[config.mk]
export PLATFORM = sky130hd
export DESIGN_NAME = cpc_mem_responder
export DESIGN_NICKNAME = d
export VERILOG_FILES = /design/src/rtl/cpc_mem_responder.sv
export SDC_FILE = /design/constraint.sdc
export NUM_CORES = 1
export LEC_CHECK = 0
export ABC_AREA = 1
export BUFFER_PORTS_ARGS = -buffer_cell sky130_fd_sc_hd__buf_2
export CORE_MARGIN = 10
export CORE_UTILIZATION = 51
export CTS_BUF_LIST = sky130_fd_sc_hd__clkbuf_16
export DETAILED_ROUTE_END_ITERATION = 10
export HOLD_SLACK_MARGIN = 0.02
export PLACE_DENSITY = 0.78
export SLEW_MARGIN = 5
export SYNTH_ARGS = -nofsm -noshare
export SYNTH_HDL_FRONTEND = slang
export SYNTH_SLANG_ARGS = --single-unit
[constraint.sdc]
create_clock -name clk -period 1.7 [get_ports clk]
set_input_delay 0.17 -clock clk [delete_from_list [all_inputs] [get_ports clk]]
set_output_delay 0.17 -clock clk [all_outputs]
set_load 0.1 [all_outputs]
[src/rtl/cpc_mem_responder.sv]
`default_nettype none
// ============================================================================
// cpc_mem_responder
// CPU byte / video word arbiter onto one 16-bit req/ack RAM port; video wins.
// Optional ack watchdog when RESP_TIMEOUT_EN is defined.
// Revision: 1.0
// ============================================================================
module cpc_mem_responder #(
    parameter logic [21:0] VID_BASE = 22'h000000,
    parameter int          TIMEOUT  = 64
) (
    input  logic        clk,
    input  logic        reset_n,
    input  logic [22:0] cpu_addr,
    input  logic [7:0]  cpu_din,
    input  logic        cpu_rd,
    input  logic        cpu_wr,
    output logic [7:0]  cpu_dout,
    output logic        cpu_ready,
    input  logic        vid_strobe,
    input  logic [14:0] vid_addr,
    output logic [15:0] vid_dout,
    output logic        vid_ovf,
    output logic        ram_req,
    output logic        ram_we,
    output logic [1:0]  ram_be,
    output logic [21:0] ram_addr,
    output logic [15:0] ram_wdata,
    input  logic        ram_ack,
    input  logic [15:0] ram_rdata,
    output logic        err
);

    localparam logic [1:0] S_IDLE   = 2'd0;
    localparam logic [1:0] S_VID    = 2'd1;
    localparam logic [1:0] S_CPU_RD = 2'd2;
    localparam logic [1:0] S_CPU_WR = 2'd3;

    logic [1:0]  r_state;
    logic [1:0]  w_state_nxt;

    logic        r_req_d;
    logic        r_cpu_pend;
    logic        r_cpu_is_rd;
    logic [22:0] r_cpu_addr;
    logic [7:0]  r_cpu_din;
    logic        r_vid_pend;
    logic [14:0] r_vid_addr;

    logic [7:0]  r_cpu_dout;
    logic        r_cpu_ready;
    logic [15:0] r_vid_dout;
    logic        r_vid_ovf;
    logic        r_ram_req;
    logic        r_ram_we;
    logic [1:0]  r_ram_be;
    logic [21:0] r_ram_addr;
    logic [15:0] r_ram_wdata;

    logic        w_cpu_edge;
    logic        w_cpu_capture;
    logic        w_vid_drop;
    logic        w_busy;
    logic        w_ack;
    logic        w_abort;
    logic        w_done;
    logic        w_enter_vid;
    logic        w_enter_cpu;
    logic [21:0] w_vid_ram_addr;
    logic [7:0]  w_rd_byte;

    if (TIMEOUT < 1) begin : g_timeout_chk
        $error("cpc_mem_responder: TIMEOUT must be at least 1");
    end

    // A new CPU access is only accepted while none is outstanding.
    assign w_cpu_edge    = (cpu_rd | cpu_wr) & ~r_req_d;
    assign w_cpu_capture = w_cpu_edge & r_cpu_ready;
    assign w_vid_drop    = vid_strobe & (r_vid_pend | (r_state == S_VID));
    assign w_busy        = (r_state != S_IDLE);
    assign w_ack         = ram_ack & w_busy;
    assign w_done        = w_ack | w_abort;

`ifdef RESP_TIMEOUT_EN
    localparam int TW = (TIMEOUT < 2) ? 1 : $clog2(TIMEOUT);

    logic [TW-1:0] r_tmo;
    logic          r_err;

    assign w_abort = w_busy & ~ram_ack & (r_tmo == TW'(TIMEOUT - 1));

    always_ff @(posedge clk or negedge reset_n) begin
        if (!reset_n) begin
            r_tmo <= '0;
            r_err <= 1'b0;
        end else begin
            r_err <= w_abort;
            if (!w_busy || w_done) begin
                r_tmo <= '0;
            end else begin
                r_tmo <= r_tmo + 1'b1;
            end
        end
    end

    assign err = r_err;
`else
    assign w_abort = 1'b0;
    assign err     = 1'b0;
`endif

    // State register
    always_ff @(posedge clk or negedge reset_n) begin
        if (!reset_n) begin
            r_state <= S_IDLE;
        end else begin
            r_state <= w_state_nxt;
        end
    end

    // Next-state logic
    always_comb begin
        w_state_nxt = r_state;
        case (r_state)
            S_IDLE: begin
                if (r_vid_pend) begin
                    w_state_nxt = S_VID;
                end else if (r_cpu_pend) begin
                    w_state_nxt = r_cpu_is_rd ? S_CPU_RD : S_CPU_WR;
                end
            end
            default: begin
                if (w_done) begin
                    w_state_nxt = S_IDLE;
                end
            end
        endcase
    end

    // Output decode
    always_comb begin
        w_enter_vid    = (r_state == S_IDLE) && (w_state_nxt == S_VID);
        w_enter_cpu    = (r_state == S_IDLE) &&
                         ((w_state_nxt == S_CPU_RD) || (w_state_nxt == S_CPU_WR));
        w_vid_ram_addr = VID_BASE + {7'b0, r_vid_addr};
        w_rd_byte      = r_cpu_addr[0] ? ram_rdata[15:8] : ram_rdata[7:0];
    end

    // Request capture
    always_ff @(posedge clk or negedge reset_n) begin
        if (!reset_n) begin
            r_req_d     <= 1'b0;
            r_cpu_pend  <= 1'b0;
            r_cpu_is_rd <= 1'b0;
            r_cpu_addr  <= '0;
            r_cpu_din   <= '0;
            r_vid_pend  <= 1'b0;
            r_vid_addr  <= '0;
            r_vid_ovf   <= 1'b0;
            r_cpu_ready <= 1'b1;
        end else begin
            r_req_d <= cpu_rd | cpu_wr;

            if (w_enter_cpu) begin
                r_cpu_pend <= 1'b0;
            end else if (w_cpu_capture) begin
                r_cpu_pend  <= 1'b1;
                r_cpu_is_rd <= cpu_rd;
                r_cpu_addr  <= cpu_addr;
                r_cpu_din   <= cpu_din;
            end

            if (w_cpu_capture) begin
                r_cpu_ready <= 1'b0;
            end else if (w_done && ((r_state == S_CPU_RD) || (r_state == S_CPU_WR))) begin
                r_cpu_ready <= 1'b1;
            end

            if (w_enter_vid) begin
                r_vid_pend <= 1'b0;
            end else if (vid_strobe && !w_vid_drop) begin
                r_vid_pend <= 1'b1;
                r_vid_addr <= vid_addr;
            end

            if (w_vid_drop) begin
                r_vid_ovf <= 1'b1;
            end
        end
    end

    // RAM port and returned data
    always_ff @(posedge clk or negedge reset_n) begin
        if (!reset_n) begin
            r_ram_req   <= 1'b0;
            r_ram_we    <= 1'b0;
            r_ram_be    <= 2'b00;
            r_ram_addr  <= '0;
            r_ram_wdata <= '0;
            r_cpu_dout  <= 8'hFF;
            r_vid_dout  <= 16'h0000;
        end else begin
            if (w_enter_vid) begin
                r_ram_req  <= 1'b1;
                r_ram_we   <= 1'b0;
                r_ram_be   <= 2'b11;
                r_ram_addr <= w_vid_ram_addr;
            end else if (w_enter_cpu) begin
                r_ram_req   <= 1'b1;
                r_ram_we    <= (w_state_nxt == S_CPU_WR);
                r_ram_be    <= r_cpu_addr[0] ? 2'b10 : 2'b01;
                r_ram_addr  <= r_cpu_addr[22:1];
                r_ram_wdata <= {r_cpu_din, r_cpu_din};
            end else if (w_done) begin
                r_ram_req <= 1'b0;
            end

            if (w_ack && (r_state == S_VID)) begin
                r_vid_dout <= ram_rdata;
            end else if (w_abort && (r_state == S_VID)) begin
                r_vid_dout <= 16'hFFFF;
            end

            if (w_ack && (r_state == S_CPU_RD)) begin
                r_cpu_dout <= w_rd_byte;
            end else if (w_abort && (r_state == S_CPU_RD)) begin
                r_cpu_dout <= 8'hFF;
            end
        end
    end

    assign cpu_dout  = r_cpu_dout;
    assign cpu_ready = r_cpu_ready;
    assign vid_dout  = r_vid_dout;
    assign vid_ovf   = r_vid_ovf;
    assign ram_req   = r_ram_req;
    assign ram_we    = r_ram_we;
    assign ram_be    = r_ram_be;
    assign ram_addr  = r_ram_addr;
    assign ram_wdata = r_ram_wdata;

endmodule
`default_nettype wire
=== Yosys cells after proc, flatten, opt, wreduce, memory -nomap -nowiden ===
Index checks and enable logic that the tools add are counted.

* Equality and inequality tests: 6
* Muxes and demuxes: 22
* Bitwise operators: 9
* Reduce and logical (&&, ||, !) cells: 19

{| class="wikitable"
|+ Operators by type and width
! kind !! count
|-
| $mux 22 || 2
|-
| $mux 2 || 7
|-
| $mux 1 || 12
|-
| $reduce_bool 2->1 || 5
|-
| $eq 2x2->1 const B || 4
|-
| $mux 8 || 1
|-
| $logic_and 1x1->1 || 6
|-
| $reduce_and 2->1 || 3
|-
| $and 1x1->1 || 4
|-
| $eq 2x1->1 const B || 2
|-
| $not 1->1 || 3
|-
| $reduce_bool 3->1 || 1
|-
| $logic_not 2->1 || 1
|-
| $logic_or 1x1->1 || 2
|-
| $or 1x1->1 || 2
|-
| $logic_not 1->1 || 1
|}

* Bits in registers: 120

=== Depth between registers and ports, before layout ===
Gate-level depths: netlist (run 1).

* Word-level depth: 9
* Depth in mapped cells: 8

=== Worst setup path after synthesis (run 1) ===
OpenSTA, ideal clock, no wires.

* Path type: reg2reg
* Start: register r_cpu_ready (netlist: cpu_ready)
* End: register r_cpu_addr[0]
* Arrival: 1.546 ns
* Slack: 0.030 ns
* Stages on the path, launching flop included: 7
* Period minus slack after synthesis: 1.670 ns
* Cells stage by stage: dfstp_2 inv_1 nor2_1 nand2_1 nor2_4 buf_2 o21ai_1

* Word-level cells in the longest chain between the ends: 2

{| class="wikitable"
|+ Ends and longest elaborated chain
! what !! RTL line !! RTL
|-
| start, declared || 51 || <nowiki>logic r_cpu_ready;</nowiki>
|-
| start signal, assigned || 160 || <nowiki>r_cpu_ready <= 1'b1;</nowiki>
|-
| start signal, assigned || 174 || <nowiki>r_cpu_ready <= 1'b0;</nowiki>
|-
| start signal, assigned || 176 || <nowiki>r_cpu_ready <= 1'b1;</nowiki>
|-
| $and 1x1->1 || 78 || <nowiki>assign w_cpu_capture = w_cpu_edge & r_cpu_ready;</nowiki>
|-
| $reduce_and 2->1 (no source line) || n/a ||
|-
| end signal, assigned || 169 || <nowiki>r_cpu_addr <= cpu_addr;</nowiki>
|-
| end, declared || 45 || <nowiki>logic [22:0] r_cpu_addr;</nowiki>
|}

Every way passes these cells.
A chain may end at the register's enable or synchronous reset.

=== Worst setup path in the final report (run 1) ===
* Start: register r_cpu_dout[1] (netlist: cpu_dout[1])
* End: output port cpu_dout[1]

{| class="wikitable"
|+ RTL lines
! what !! RTL line !! RTL
|-
| start, declared || 50 || <nowiki>logic [7:0] r_cpu_dout;</nowiki>
|-
| start signal, assigned || 225 || <nowiki>r_cpu_dout <= w_rd_byte;</nowiki>
|-
| end, declared || 18 || <nowiki>output logic [7:0] cpu_dout,</nowiki>
|}

No word-level cell between the ends.

==> results.py, run 1 <==
metrics = {
    "clock_tree": {
        "cts.clk_slew.worst_paths_ns": 0.08,
        "cts-root-buf": "clkbuf_16",
        "cts_tree": "built",
        "clkSinkCount": 112,
        "post_cts_resize_count": 0,
        "numCtsBuffers": 9,
        "cts_max_path_buffers": 2,
        "hold_buffers": 1,
        "cts_max_level": 3,
        "cts_setup_buffers": 0,
        "clk-insertion-delay-late_ns": 0.34,
    },
    "die": {
        "pin_count": 137,
        "dieWidth_um": 115,
        "chipHeight_um": 115,
        "core_mm2": 0.00876,
        "die_area_mm2": 0.0132,
        "floorplan.initialDensity_pct": 52.5,
        "num_rows": 34,
    },
    "layout": {
        "drive_gt1_share_pct": 28.0,
        "utilization_pct": 64.9,
        "synthToLayoutAreaGrowth_pct": 23.7,
        "fillers": 763,
        "n_antenna_cell": 0,
        "finish.net_count": 719,
    },
    "critical_path": {
        "reg2reg_slack_ns": 0.28,
        "regToRegEndpoint": "ram_addr[5]",
        "worst-path-buf-inv": 1,
        "crit_arrival_ns": 1.31,
        "crit_type": "reg -> out",
        "crit_chain": "buf_2",
        "cp.required_ns": 1.53,
        "cp-start-kind": "register",
        "slowest_stage": "dfstp_2",
        "crit_family": "flip-flops",
        "reg2regPathDepth": 5,
        "slowest_delay_ns": 0.54,
        "setup.worst_path.start": "cpu_dout[1]",
        "worstSetupEndpointType": "primary output",
        "r2r-start": "r_state[0]",
        "cp_max_fo": 2,
    },
    "timing": {
        "tightest_slew_ns": 0.554,
        "rsz0062_at_grt": "false",
        "relSlewSlack_pct": 63.0,
        "finalCritPeriodShare_pct": 86.8,
        "drv_slew": 0,
        "hold_viol": 0,
        "min_period_ns": 1.48,
        "max_freq_mhz": 677,
        "tns_ns": 0,
        "fin_hold_ws_ns": 0.0302,
        "fin_worst_skew_ns": 0.0109,
        "setup_violations": 0,
    },
    "grt": {
        "gr-usage-all-layers_pct": 17.9,
        "antenna_found_initial": 0,
        "grt_pass1_wl_mm": 19.3,
        "grt_pass1_vias": 4021,
        "grt_max_degree": 45,
        "overflow": 0,
    },
    "job": {
        "cap_violations": 0,
    },
    "logic_synthesis": {
        "syn-num-nets": 587,
        "syn_area_per_cell_um2": 8.86,
        "syn_area_mm2": 0.00460,
        "ys_ff_latch": 112,
        "synth_cell_types": 23,
        "yosysSeqAreaShare_pct": 61.2,
        "synthCells": 519,
        "ys_warn_count": 0,
    },
    "worst_hold_path": {
        "hold_class": "in -> reg",
        "holdPathEnd": "r_cpu_din[6]",
        "whs_path_depth": 3,
        "hold_path_startpoint": "cpu_din[6]",
    },
    "placement": {
        "hpwl_mm": 8.69,
        "gp_congestion": 0.827,
        "portBuffers": 135,
    },
    "routing": {
        "drc": 0,
        "dr.pass1.iters": 4,
        "vias": 3854,
        "post_drt_wl_per_cell_um": 15.3,
        "vias_per_cell": 5.04,
        "wirelength_mm": 11.7,
        "drt_iter0_markers": 331,
        "ant_nets": 0,
    },
    "status": {
        "outcome": "completed",
    },
}
-- layout make-up --
type | instances | area [µm²] | share of cell area (%)
Multi-Input combinational cell | 329 | 1430 | 25.1
Inverter | 45 | 169 | 2.97
Timing Repair Buffer | 154 | 863 | 15.2
Tap cell | 108 | 135 | 2.38
Sequential cell | 112 | 2810 | 49.5
Clock buffer | 9 | 225 | 3.96
Clock inverter | 7 | 48.8 | 0.858
-- synth_stat cells --
library cell,count,area [µm²]
a21o_1,1,7.51
a21oi_1,2,10.0
a31oi_1,8,50.1
buf_2,13,65.1
buf_4,12,90.1
clkbuf_1,8,30.0
clkinv_1,1,3.75
conb_1,1,3.75
dfrtp_1,103,2580
dfstp_2,9,236
inv_1,42,158
inv_2,2,7.51
nand2_1,212,796
nand2_2,2,12.5
nand3_1,33,165
nand3_2,1,10.0
nand4_1,15,93.8
nor2_1,10,37.5
nor2_2,1,6.26
nor2_4,3,33.8
o211ai_1,1,7.51
o21ai_0,37,185
o21ai_1,2,10.0
-- metrics by stage --
stage	setup slack, ns	cells	area, µm²
4_1_cts	0.224	763	5670
2_1_floorplan	0.0303	519	4600
5_1_grt	0.124	764	5680
3_5_place_dp	0.311	746	5390
6_report	0.224	764	5680
3_3_place_gp	0.351	746	5390
-- how the worst max path moves through the flow --
stage                          endpoint  slack [ns]  depth (start not counted)
after floorplan           r_cpu_addr[0]        0.03                          6
after global placement    r_cpu_addr[3]        0.35                          8
after detailed placement   ram_addr[11]        0.31                          5
after CTS                   cpu_dout[1]        0.22                          1
after global routing      r_cpu_addr[2]        0.12                          8
final                       cpu_dout[1]        0.22                          1
-- layout by cell type, fill, tap and decap left out --
master / Yosys / final
nor2_1: 10 / 10
clkinvlp_4: 0 / 2
a31oi_1: 8 / 8
nand2_1: 212 / 212
nand3_2: 1 / 1
nor2_2: 1 / 1
o21ai_0: 37 / 37
o21ai_1: 2 / 2
inv_1: 42 / 44
buf_2: 13 / 134
buf_12: 0 / 3
clkinv_4: 0 / 1
clkbuf_16: 0 / 9
o211ai_1: 1 / 1
inv_6: 0 / 2
a21oi_1: 2 / 2
clkinv_1: 1 / 1
nand2_2: 2 / 2
inv_2: 2 / 2
dfstp_2: 9 / 9
dfrtp_1: 103 / 103
buf_4: 12 / 15
nor2_4: 3 / 3
nand4_1: 15 / 15
conb_1: 1 / 1
dlygate4sd3_1: 0 / 2
a21o_1: 1 / 1
nand3_1: 33 / 33
-- cell families (layout without fill, tap and decap cells) --
group | Yosys count | after routing | synth area share [%]
AND/OR/NAND/NOR | 277 | 277 | 25.1
AO/OA/AOI/OAI | 51 | 51 | 5.88
buffers and inverters | 78 | 215 | 7.70
other | 1 | 1 | 0.0816
flip-flops | 112 | 112 | 61.2
-- metal layers --
layer  part of all wire, %  routed length (µm)  global-route usage (%)
met5                     0                   0                       0
met4                   1.7                 197                    6.11
met3                   8.3                 968                    4.43
met2                    49                5760                    29.8
met1                    41                4800                    22.3
-- state kept, by name, summed over array words and instances (netlist names) --
register / cells
r_req_d: 1
r_cpu_din: 8
ram_be: 2
ram_req: 1
vid_dout: 16
ram_wdata: 8
r_vid_pend: 1
vid_ovf: 1
ram_addr: 22
r_cpu_pend: 1
r_cpu_addr: 23
cpu_dout: 8
r_vid_addr: 15
r_state: 2
r_cpu_is_rd: 1
cpu_ready: 1
ram_we: 1
Power of run 1 is not shown: default switching activity piles up to over one toggle a cycle in this logic, so the estimate is an artifact.
==> run 2: changes to the inputs <==
--- a/config.mk
+++ b/config.mk
@@ -5,7 +5,6 @@
 export SDC_FILE = /design/constraint.sdc
 export NUM_CORES = 1
 export LEC_CHECK = 0
-export ABC_AREA = 1
 export BUFFER_PORTS_ARGS = -buffer_cell sky130_fd_sc_hd__buf_2
 export CORE_MARGIN = 10
 export CORE_UTILIZATION = 51
==> results.py, run 2 <==
metrics = {
    "timing": {
        "max_freq_mhz": 610,
        "finalCritPeriodShare_pct": 96.5,
        "min_period_ns": 1.64,
        "fin_worst_skew_ns": 0.00778,
        "hold_viol": 0,
        "relSlewSlack_pct": 63.4,
        "setup_violations": 0,
        "rsz0062_at_grt": "true",
        "tightest_slew_ns": 0.550,
        "fin_hold_ws_ns": 0.0390,
        "drv_slew": 0,
    },
    "placement": {
        "hpwl_mm": 7.55,
        "gp_congestion": 0.785,
        "portBuffers": 135,
    },
    "critical_path": {
        "slowest_stage": "or4b_2",
        "setup.worst_path.start": "r_state[1]",
        "cp.required_ns": 1.92,
        "crit_chain": "or4b_2, a211o_1",
        "cp_max_fo": 7,
        "crit_type": "reg -> reg",
        "r2r-start": "r_state[1]",
        "cp-start-kind": "register",
        "slowest_delay_ns": 0.75,
        "worstSetupEndpointType": "register",
        "crit_arrival_ns": 1.86,
    },
    "grt": {
        "overflow": 0,
        "grt_pass1_wl_mm": 16.9,
        "grt_pass1_vias": 3337,
        "grt_max_degree": 43,
        "antenna_found_initial": 0,
        "gr-usage-all-layers_pct": 16.1,
    },
    "layout": {
        "n_antenna_cell": 0,
        "fillers": 678,
        "final_cell_mix": "134 x buf_2, 101 x dfrtp_1, 33 x nand2_1, 33 x mux2_2, 30 x mux2_1",
        "top_register": "r_cpu_addr",
        "largest_reg_flops": 23,
        "finish.net_count": 527,
        "layout_commonest_cell": "buf_2",
        "drive_gt1_share_pct": 46.6,
        "synthToLayoutAreaGrowth_pct": 26.1,
    },
    "logic_synthesis": {
        "synth_top_family_by_area": "multiplexers",
        "synth_compound_area_share_pct": 9.19,
        "yosysSeqAreaShare_pct": 62.8,
        "synth_area_leader_cell": "dfrtp_1",
        "synth_top_area_share_pct": 57.6,
        "synth_top_cells_by_count": "103 x dfrtp_1, 33 x mux2_2, 33 x nand2_1",
        "syn-num-nets": 389,
        "synth_cell_types": 31,
        "ys_ff_latch": 112,
        "synth_enable_flop_cells": 0,
        "yosysMostFrequentCell": "dfrtp_1",
        "synthSimpleGateAreaFrac_pct": 6.09,
        "synthArstFlopShare_pct": 100,
        "synthCells": 321,
        "ys_warn_count": 0,
        "syn_area_per_cell_um2": 14.0,
        "syn_area_mm2": 0.00448,
        "synthMuxAreaShare_pct": 17.6,
        "synth-xor-area-share_pct": 0.196,
        "synthTopCellsByArea": "dfrtp_1 58%, mux2_2 8.3%, mux2_1 7.5%",
        "synth_adder_area_share_pct": 0,
        "ys.flop_type": "dfrtp_1",
    },
    "status": {
        "outcome": "completed",
    },
    "routing": {
        "drt_iter0_markers": 79,
        "drc": 0,
        "vias": 2976,
        "ant_nets": 0,
        "dr.pass1.iters": 4,
        "wirelength_mm": 10.2,
        "vias_per_cell": 5.20,
        "post_drt_wl_per_cell_um": 17.8,
    },
    "worst_hold_path": {
        "hold_class": "in -> reg",
        "hold_path_startpoint": "cpu_addr[17]",
    },
    "clock_tree": {
        "cts.clk_slew.worst_paths_ns": 0.07,
        "cts_max_path_buffers": 2,
        "numCtsBuffers": 9,
        "cts_tree": "built",
        "clk-insertion-delay-late_ns": 0.34,
        "cts-root-buf": "clkbuf_16",
        "cts_max_level": 3,
        "clkSinkCount": 112,
    },
    "die": {
        "chipHeight_um": 114,
        "core_mm2": 0.00864,
        "floorplan.initialDensity_pct": 51.9,
        "dieWidth_um": 114,
        "num_rows": 34,
        "pin_count": 137,
        "die_area_mm2": 0.0129,
    },
    "job": {
        "cap_violations": 0,
    },
}
run 2: changes by cell type in the layout (fill, tap and decap cells not counted), moves of 27 or more:
cell,delta
mux2_1,+30
o21ai_0,-27
mux2_2,+33
inv_1,-40
nand3_1,-33
nand2_1,-179
run 2: cell type report:
cell class | count | area (µm²) | share of cell area (%)
Clock buffer | 9 | 225 | 3.99
Tap cell | 108 | 135 | 2.39
Sequential cell | 112 | 2820 | 49.9
Timing Repair Buffer | 153 | 866 | 15.3
Multi-Input combinational cell | 179 | 1490 | 26.5
Clock inverter | 7 | 92.6 | 1.64
Inverter | 4 | 15.0 | 0.266
run 2: final timing paths:
check                                 end  slack, ns  cells past startpoint
setup / recovery                ram_be[0]       0.06                      2
hold / removal             r_cpu_addr[17]       0.04                      2
setup reg to reg                ram_be[0]       0.06                      2
hold reg to reg             ram_wdata[13]       0.46                      2
max in group asynchronous       cpu_ready       0.76                      3
min in group asynchronous     vid_dout[8]       0.31                      2
run 2: worst max-delay path: cells and delay by family, from the launching register on:
kind	cells	cell delay (ns)
AO/OA/AOI/OAI	1	0.31
AND/OR/NAND/NOR	1	0.75
flip-flops	1	0.46
run 2: what timing repair did:
action,4_1_cts,5_1_grt
setup endpoints to repair,24,37
buffers inserted,1,0
pin swaps,1,0
resized for setup,1,2
hold buffers,1,0
hold endpoints to repair,23,0
run 2: per-stage QoR:
stage                     cells  util [%]  cell area, µm²  setup TNS, ns  setup slack [ns]
after floorplan             321         -            4490          -3.25            -0.108
after global placement      554      61.4            5310        -0.0501          -0.00723
after detailed placement    554      61.4            5310          -1.39           -0.0816
after CTS                   572      65.4            5650              0            0.0189
after global routing        572      65.4            5650        -0.0318          -0.00855
final                       572      65.4            5650              0            0.0603
run 2: cells by family after synthesis:
family                    count (synthesis)
buffers and inverters                    30
DFF                                     112
xor gates and xnor gates                  1
and+or+nand+nor                          51
muxes                                    71
AOI/OAI and AO/OA                        55
other                                     1
run 2: layer usage:
metal,vias to the layer above,share of wire (%),track usage (%)
met5,-,0,0
met4,0,1.8,5.50
met3,17,8.6,5.83
met2,99,47,25.5
met1,1468,42,19.9
li1,1392,-,-
Power of run 2 is left out for the same reason.
